<file path="config.mk">
export PLATFORM = sky130hd
export DESIGN_NAME = snake_mem_arbiter
export DESIGN_NICKNAME = d
export VERILOG_FILES = /design/src/rtl/snake_mem_arbiter_pkg.sv /design/src/rtl/snake_mem_arbiter_frame_tick_gen.sv /design/src/rtl/snake_mem_arbiter.sv
export SDC_FILE = /design/constraint.sdc
export NUM_CORES = 1
export LEC_CHECK = 0
export CAP_MARGIN = 20
export CORE_ASPECT_RATIO = 1.2
export CORE_MARGIN = 2
export CORE_UTILIZATION = 32
export DETAILED_ROUTE_END_ITERATION = 12
export PLACE_DENSITY_LB_ADDON = 0.05
export SETUP_SLACK_MARGIN = 0.05
export SLEW_MARGIN = 20
export SYNTH_ARGS = -nofsm -noshare
export SYNTH_HDL_FRONTEND = slang
export SYNTH_SLANG_ARGS = --single-unit
export TNS_END_PERCENT = 100
</file>
<file path="constraint.sdc">
create_clock -name clk -period 1.55 [get_ports clk]
set_input_delay 0.465 -clock clk [delete_from_list [all_inputs] [get_ports clk]]
set_output_delay 0.465 -clock clk [all_outputs]
set_load 0.005 [all_outputs]
</file>
<file path="src/rtl/snake_mem_arbiter_pkg.sv">
// snake_mem_arbiter_pkg: shared widths, direction codes and arbiter state encodings
package snake_mem_arbiter_pkg;
    localparam int WORD_MSB      = 7;
    localparam int MSB_NUM_TAILS = 5;
    typedef enum logic [1:0] {DIR_UP, DIR_DOWN, DIR_LEFT, DIR_RIGHT} dir_t;
    typedef enum logic [1:0] {RENDER, STEP, HANDBACK} arb_state_t;
endpackage

</file>
<file path="src/rtl/snake_mem_arbiter_frame_tick_gen.sv">
// snake_mem_arbiter_frame_tick_gen: vertical-blank entry detect and frame counter that flags a due game step
module snake_mem_arbiter_frame_tick_gen #(
    parameter int V_ACTIVE        = 480,
    parameter int FRAMES_PER_STEP = 15
) (
    input  logic       clk,
    input  logic       reset,
    input  logic [9:0] vga_y,
    input  logic       count_en,
    output logic       step_due
);
    logic       blank;
    logic       blank_q;
    logic       blank_rise;
    logic [7:0] frame_cnt;
    assign blank      = vga_y >= 10'(V_ACTIVE);
    assign blank_rise = blank & ~blank_q;
    // frames are only counted while the translator owns the port
    assign step_due   = blank_rise & count_en & (frame_cnt == 8'(FRAMES_PER_STEP - 1));
    always_ff @(posedge clk) begin
        if (reset) begin
            blank_q   <= 1'b0;
            frame_cnt <= '0;
        end else begin
            blank_q <= blank;
            if (blank_rise & count_en) frame_cnt <= step_due ? '0 : frame_cnt + 8'd1;
        end
    end
endmodule

</file>
<file path="src/rtl/snake_mem_arbiter.sv">
// snake_mem_arbiter: owns the snake_memory port, renderer during video, game logic every N frames in blank.
// Define SNAKE_ARB_TIMEOUT_EN to add the step watchdog (abort on blank exit or STEP_MAX_CYCLES).
module snake_mem_arbiter
    import snake_mem_arbiter_pkg::*;
#(
    parameter int V_ACTIVE        = 480,
    parameter int FRAMES_PER_STEP = 15,
    parameter int STEP_MAX_CYCLES = 30000
) (
    input  logic                   clk,
    input  logic                   reset,
    input  logic [9:0]             vga_y,
    input  logic                   logic_we,
    input  logic [MSB_NUM_TAILS:0] logic_addr,
    input  logic [WORD_MSB:0]      render_addr,
    input  logic                   step_done,
    output logic                   logic_gnt,
    output logic                   render_gnt,
    output logic                   step_start,
    output logic                   step_abort,
    output logic                   mem_we,
    output logic [WORD_MSB:0]      mem_addr
);
    if (FRAMES_PER_STEP < 1 || FRAMES_PER_STEP > 255 || STEP_MAX_CYCLES < 1 || STEP_MAX_CYCLES > 32768) begin : g_bad_cfg
        $error("snake_mem_arbiter: parameter out of range");
    end
    arb_state_t state, state_nxt;
    logic       step_due;
    logic       done_ok;
    logic       timeout;
    logic       abort_now;
    snake_mem_arbiter_frame_tick_gen #(
        .V_ACTIVE(V_ACTIVE),
        .FRAMES_PER_STEP(FRAMES_PER_STEP)
    ) u_tick (
        .clk(clk),
        .reset(reset),
        .vga_y(vga_y),
        .count_en(state == RENDER),
        .step_due(step_due)
    );
`ifdef SNAKE_ARB_TIMEOUT_EN
    logic [14:0] step_cyc;
    always_ff @(posedge clk) step_cyc <= (reset || state != STEP) ? '0 : step_cyc + 15'd1;
    assign timeout = (vga_y < 10'(V_ACTIVE)) | (step_cyc == 15'(STEP_MAX_CYCLES - 1));
`else
    assign timeout = 1'b0;
`endif
    // the step_start cycle is game_logic's first cycle; a stale step_done there is ignored
    assign done_ok = step_done & ~step_start;
    always_comb begin
        state_nxt = state;
        abort_now = 1'b0;
        if (state == RENDER && step_due) state_nxt = STEP;
        else if (state == STEP && done_ok) state_nxt = HANDBACK;
        else if (state == STEP && timeout) begin
            state_nxt = HANDBACK;
            abort_now = 1'b1;
        end else if (state == HANDBACK) state_nxt = RENDER;
    end
    always_ff @(posedge clk) begin
        if (reset) begin
            state      <= RENDER;
            step_start <= 1'b0;
            step_abort <= 1'b0;
        end else begin
            state      <= state_nxt;
            step_start <= state == RENDER && step_due;
            step_abort <= abort_now;
        end
    end
    assign render_gnt = state == RENDER;
    assign logic_gnt  = state == STEP;
    assign mem_we     = logic_gnt & logic_we;
    assign mem_addr   = logic_gnt ? {{(WORD_MSB - MSB_NUM_TAILS){1'b0}}, logic_addr} : render_addr;
endmodule

</file>
[After elaboration in Yosys (flattened, before gate mapping)]
Cells that the tools add are included.
Operators by class
  add/subtract/negate cells: 1
  $lt $le $gt $ge: 1
  eq/ne operators: 3
  muxes and demuxes: 5
  bitwise gates (word level): 7
  reductions and logical operators: 6
Operators by type and width (count)
  $mux 8: 2
  $ge 10x9->1 const B: 1
  $add 8x1->8 const B: 1
  $eq 8x4->1 const B: 1
  $and 1x1->1: 5
  $mux 2: 2
  $reduce_bool 3->1: 1
  $eq 2x1->1 const B: 1
  $eq 2x2->1 const B: 1
  $logic_and 1x1->1: 2
  $logic_not 2->1: 1
  $not 1->1: 2
  $reduce_bool 2->1: 1
  $reduce_or 2->1: 1
  $mux 1: 1
Storage, ports and cells
  flip-flop bits (word level): 12
  input bits: 28
  output and inout port bits: 13
  logic and storage cells: 28

[Logic depth before layout (Yosys ltp)]
  depth in word-level cells: 6
  depth in mapped cells: 6
  depth with buffers taken out: 6

[Cells and area by module]
A second synthesis with hierarchy kept.
Second synthesis, totals
  cells, all modules: 73
  area, all modules: 719.4 um^2
By module, submodules not included
  snake_mem_arbiter_frame_tick_gen: instances 1, cells an instance 49, area each 462.9 um^2, seq. area each 180.2 um^2
  snake_mem_arbiter: instances 1, cells an instance 24, area each 256.5 um^2, seq. area each 60.1 um^2

[Worst setup path before layout]
OpenSTA, ideal clock, no wires.
  path kind: flip-flop to output port
  start: register state[0]
  end: output mem_addr[0]
  arrival time: 1.187 ns
  required time: 1.085 ns
  setup slack: -0.102 ns
  stages on the path, launching flop included: 4
  buffers on the path: 1
  path through: dfxtp_1 nor2b_1 clkbuf_1 mux2_2
On the way
  longest elaborated chain between the ends: 2
Ends and longest elaborated chain
  start, declared: line snake_mem_arbiter.sv:27  | arb_state_t state, state_nxt;
  start signal, assigned: line snake_mem_arbiter.sv:67  | state <= state_nxt;
  $eq 2x1->1: line snake_mem_arbiter.sv:73  | assign logic_gnt = state == STEP;
  named net logic_gnt: line snake_mem_arbiter.sv:17  | output logic logic_gnt,
  $mux 8: line snake_mem_arbiter.sv:75  | assign mem_addr = logic_gnt ? {{(WORD_MSB - MSB_NUM_TAILS){1'b0}}, logic_addr} : render_addr;
  end, declared: line snake_mem_arbiter.sv:22  | output logic [WORD_MSB:0] mem_addr
The timed path passes the listed nets, and every way through them passes these cells.

[Final worst setup path]
  start: register state[0]
  end: output mem_addr[4]
On the way
  longest elaborated chain between the ends: 2
Ends and longest elaborated chain (line)
  $eq 2x1->1: snake_mem_arbiter.sv:73
  $mux 8: snake_mem_arbiter.sv:75
Every way passes these cells.

==> summary.md <==
| Metric | Value |
|---|---|
| Max-slew violation count | `0` |
| First-pass detailed-route iteration total | `4` |
| Leakage component of the power | `0.584 nW` |
| FMAX | `536 MHz` |
| Sequential cell area | `245 um^2` |
| Worst reg2reg endpoint | `u_tick.frame_cnt[5]` |
| Routed vias | `762` |
| Number of cells on the critical path | `5` |
| Top-Level Pins | `41` |
| Drt drc | `0` |
| CP peak stage delay | `0.33 ns` |
| Global-route congestion overflow total | `0` |
| Number of violations reported at the end of detailed-routing iteration 0 | `5` |
| CP Capture Point | `mem_addr[4]` |
| Final wirelength | `2240 um` |
| Worst setup path class | `flop to output pin` |
| Min Tclk post-route | `1.87 ns` |
| DIE AREA | `2510 um^2` |
| Post-placement worst setup slack | `-0.524 ns` |
| Synthesized net count | `103` |
| Worst Path Buf+Inv | `3` |
| Port Buf Inserts | `34` |
| Number of hold buffers added after CTS | `0` |
| Post-synthesis instance total | `73` |
| Share of layout cells above drive strength 1 | `0.523` |
| Path depth of the worst reg2reg path | `6` |
| H-tree levels | `1` |
| RSZ-0062 raised after global routing | `yes` |
| CTS root buf | `sky130_fd_sc_hd__clkbuf_4` |
| Launching element type of the critical path | `flop` |
| Clock tree from TritonCTS | `done` |
| Synthesized flop and latch total | `12` |
| Placement Rows | `18` |
| Insertion delay to the later sink of the worst-skew pair | `0.28 ns` |
| Effective utilization at floorplan | `0.335` |
| Final setup fails | `21` |
| Portion of the post-synthesis area used by sequential elements | `0.354` |
| Timing startpoint of the critical path | `state[0]` |
| R2R setup slack | `-0.27 ns` |
| Maximum clock insertion buffer count | `2` |
| Post-synthesis to final-layout area growth | `99.1%` |
| WP data required | `1.08 ns` |
| Leading post-synthesis cells by cell area | `sky130_fd_sc_hd__dfxtp_1 35%, sky130_fd_sc_hd__mux2_2 9.9%, sky130_fd_sc_hd__xnor2_1 7.7%` |
| HPWL after detailed placement | `1390 um` |
| Number of global-route vias before repair | `753` |
| Class of the tightest hold or removal check | `flop to flop` |
| Gate family responsible for the most delay along the worst path | `buffers and inverters` |
| Worst supply voltage drop on vdd | `0.525 mV` |
| Clock skew | `0.00103 ns` |
| Final critical-path setup slack | `-0.316 ns` |
| Final antenna-violating net count | `0` |
| Area fraction of the dominant cell type after synthesis | `0.354` |
| Number of failing hold endpoints at the final stage | `0` |
| R2R Path Start | `state[0]` |
| Final period util | `1.20` |
| Aggregate global-route resource usage | `0.173` |
| Yosys cell types | `29` |
| Combined area of the multi-input logic cells | `522 um^2` |
| Power per cell area | `556 nW/um^2` |
| Highest-count cells in the layout ignoring fill and taps | `16 x sky130_fd_sc_hd__clkdlybuf4s50_1, 16 x sky130_fd_sc_hd__buf_4, 13 x sky130_fd_sc_hd__buf_6` |
| Clock-pin slew on the worst setup and hold paths | `0.08 ns` |
| First-pass GRT wire length | `3030 um` |
| CP Data Arrival Time | `1.40 ns` |
| Cell type contributing the most total cell area after synthesis | `sky130_fd_sc_hd__dfxtp_1` |
| Mean Syn Cell Area | `9.31 um^2` |
| Run status | `finished, violations left` |
| Number of warnings printed during yosys synthesis | `0` |
| NumNets Final | `163` |
| Largest net degree at the start of global routing | `8` |
| Failing checks | `setup timing` |
| Cell with the biggest individual delay on the critical path | `sky130_fd_sc_hd__dfxtp_2` |
| Worst-path fanout max | `4` |
| Number of antenna violations at the first check in global routing | `0` |
| Most repeated library cell on the critical path | `sky130_fd_sc_hd__buf_6` |
| Filler Cell Count | `166` |
| Global placement routability congestion | `0.859` |
| Number of CTS-inserted buffers | `3` |
| Die Y | `54.5 um` |
| Post-synthesis instance area | `679 um^2` |
| Endpoint type of the worst setup path | `output pin` |
| Core outline area | `2030 um^2` |
| Crit-path cells | `nor2b_4, buf_6, buf_6, mux2_4, buf_6` |
| MaxCap Viol Count | `0` |
| Average vias per placed instance | `5.01` |
| Total number of clock tree sinks | `12` |
| Routed length per placed instance | `14.7 um` |
| Horizontal extent of the die | `46.1 um` |
| Worst hold slack | `0.597 ns` |
| N_diodes | `0` |
## through the flow
step	area [um^2]	setup TNS, ns	cells	utilization	power, mW
3_3_place_gp	1130	-9.14	138	0.559	0.467
4_1_cts	1270	-4.28	150	0.626	0.734
2_1_floorplan	684	-0.419	73	-	0.372
3_5_place_dp	1130	-9.51	138	0.559	0.472
6_report	1350	-4.41	152	0.667	0.752
5_1_grt	1350	-5.15	152	0.667	0.776
## tightest hold or removal path: cells and delay by family, from the launching register on
kind	cells	cell delay, ns
and+or+nand+nor	1	0.04
xor gates and xnor gates	1	0.16
DFF	1	0.36
## power breakdown
| part | leakage (nW) | total (mW) | switching, mW | internal, mW |
|---|---|---|---|---|
| logic | 0.464 | 0.176 | 0.0619 | 0.114 |
| registers | 0.0993 | 0.320 | 0.00465 | 0.315 |
| clock network | 0.0210 | 0.257 | 0.114 | 0.143 |
| total | 0.584 | 0.752 | 0.180 | 0.572 |
## logic make-up after synthesis
family | Yosys count | share of synthesized area
xor gates and xnor gates | 6 | 0.0773
buffers and inverters | 3 | 0.0221
DFF | 12 | 0.354
and+or+nand+nor | 38 | 0.352
adders and majority gates | 2 | 0.0368
other | 1 | 0.00552
AOI/OAI and AO/OA | 5 | 0.0534
muxes | 6 | 0.0994
## how the worst min path moves through the flow
stage	slack (ns)	cells past startpoint	start	endpoint
global route	0.62	2	u_tick.frame_cnt[2]	u_tick.frame_cnt[2]
floorplan	0.45	2	state[0]	state[1]
finish	0.60	2	u_tick.frame_cnt[2]	u_tick.frame_cnt[2]
CTS	0.59	2	u_tick.frame_cnt[3]	u_tick.frame_cnt[3]
detailed placement	0.57	2	u_tick.frame_cnt[3]	u_tick.frame_cnt[3]
global placement	0.56	2	u_tick.frame_cnt[3]	u_tick.frame_cnt[3]
## Yosys cell counts (all sizes together)
cell / instances
nor2: 13
dfxtp: 12
mux2: 6
xnor2: 6
nand2: 4
a21oi: 3
nand2b: 3
nor2b: 3
ha: 2
nand3: 2
nor4: 2
nor4b: 2
or3: 2
or4: 2
a41oi: 1
and2: 1
and4: 1
buf: 1
clkbuf: 1
conb: 1
inv: 1
nor3: 1
o21ai: 1
or2: 1
or4b: 1
## per-layer routing
layer  global-route usage  up-vias  routed length (um)
met4               0.0905        0                  43
met1                0.132      356                 711
met3               0.0528        4                 211
met5                    0        -                   0
li1                     -      369                   -
met2                0.361       33                1270
## registers in the layout (all words and copies together) (netlist names)
name and count:
u_tick.blank_q 1, state 2, u_tick.frame_cnt 8, step_start 1
## layout make-up
cell class,count,area share
repair buffers,57,0.385
well taps,20,0.0185
inverters,1,0.00278
flip-flops and latches,12,0.181
multi-input cells,58,0.386
clock buffers,4,0.0268
## what timing repair did
action,4_1_cts,5_1_grt
cloned,1,0
setup buffers,7,3
resized for setup,73,18
pin swaps,18,10
setup endpoints to repair,23,22
endpoints found under the hold margin,0,0
No activity file was read; power rests on OpenSTA's default activity.
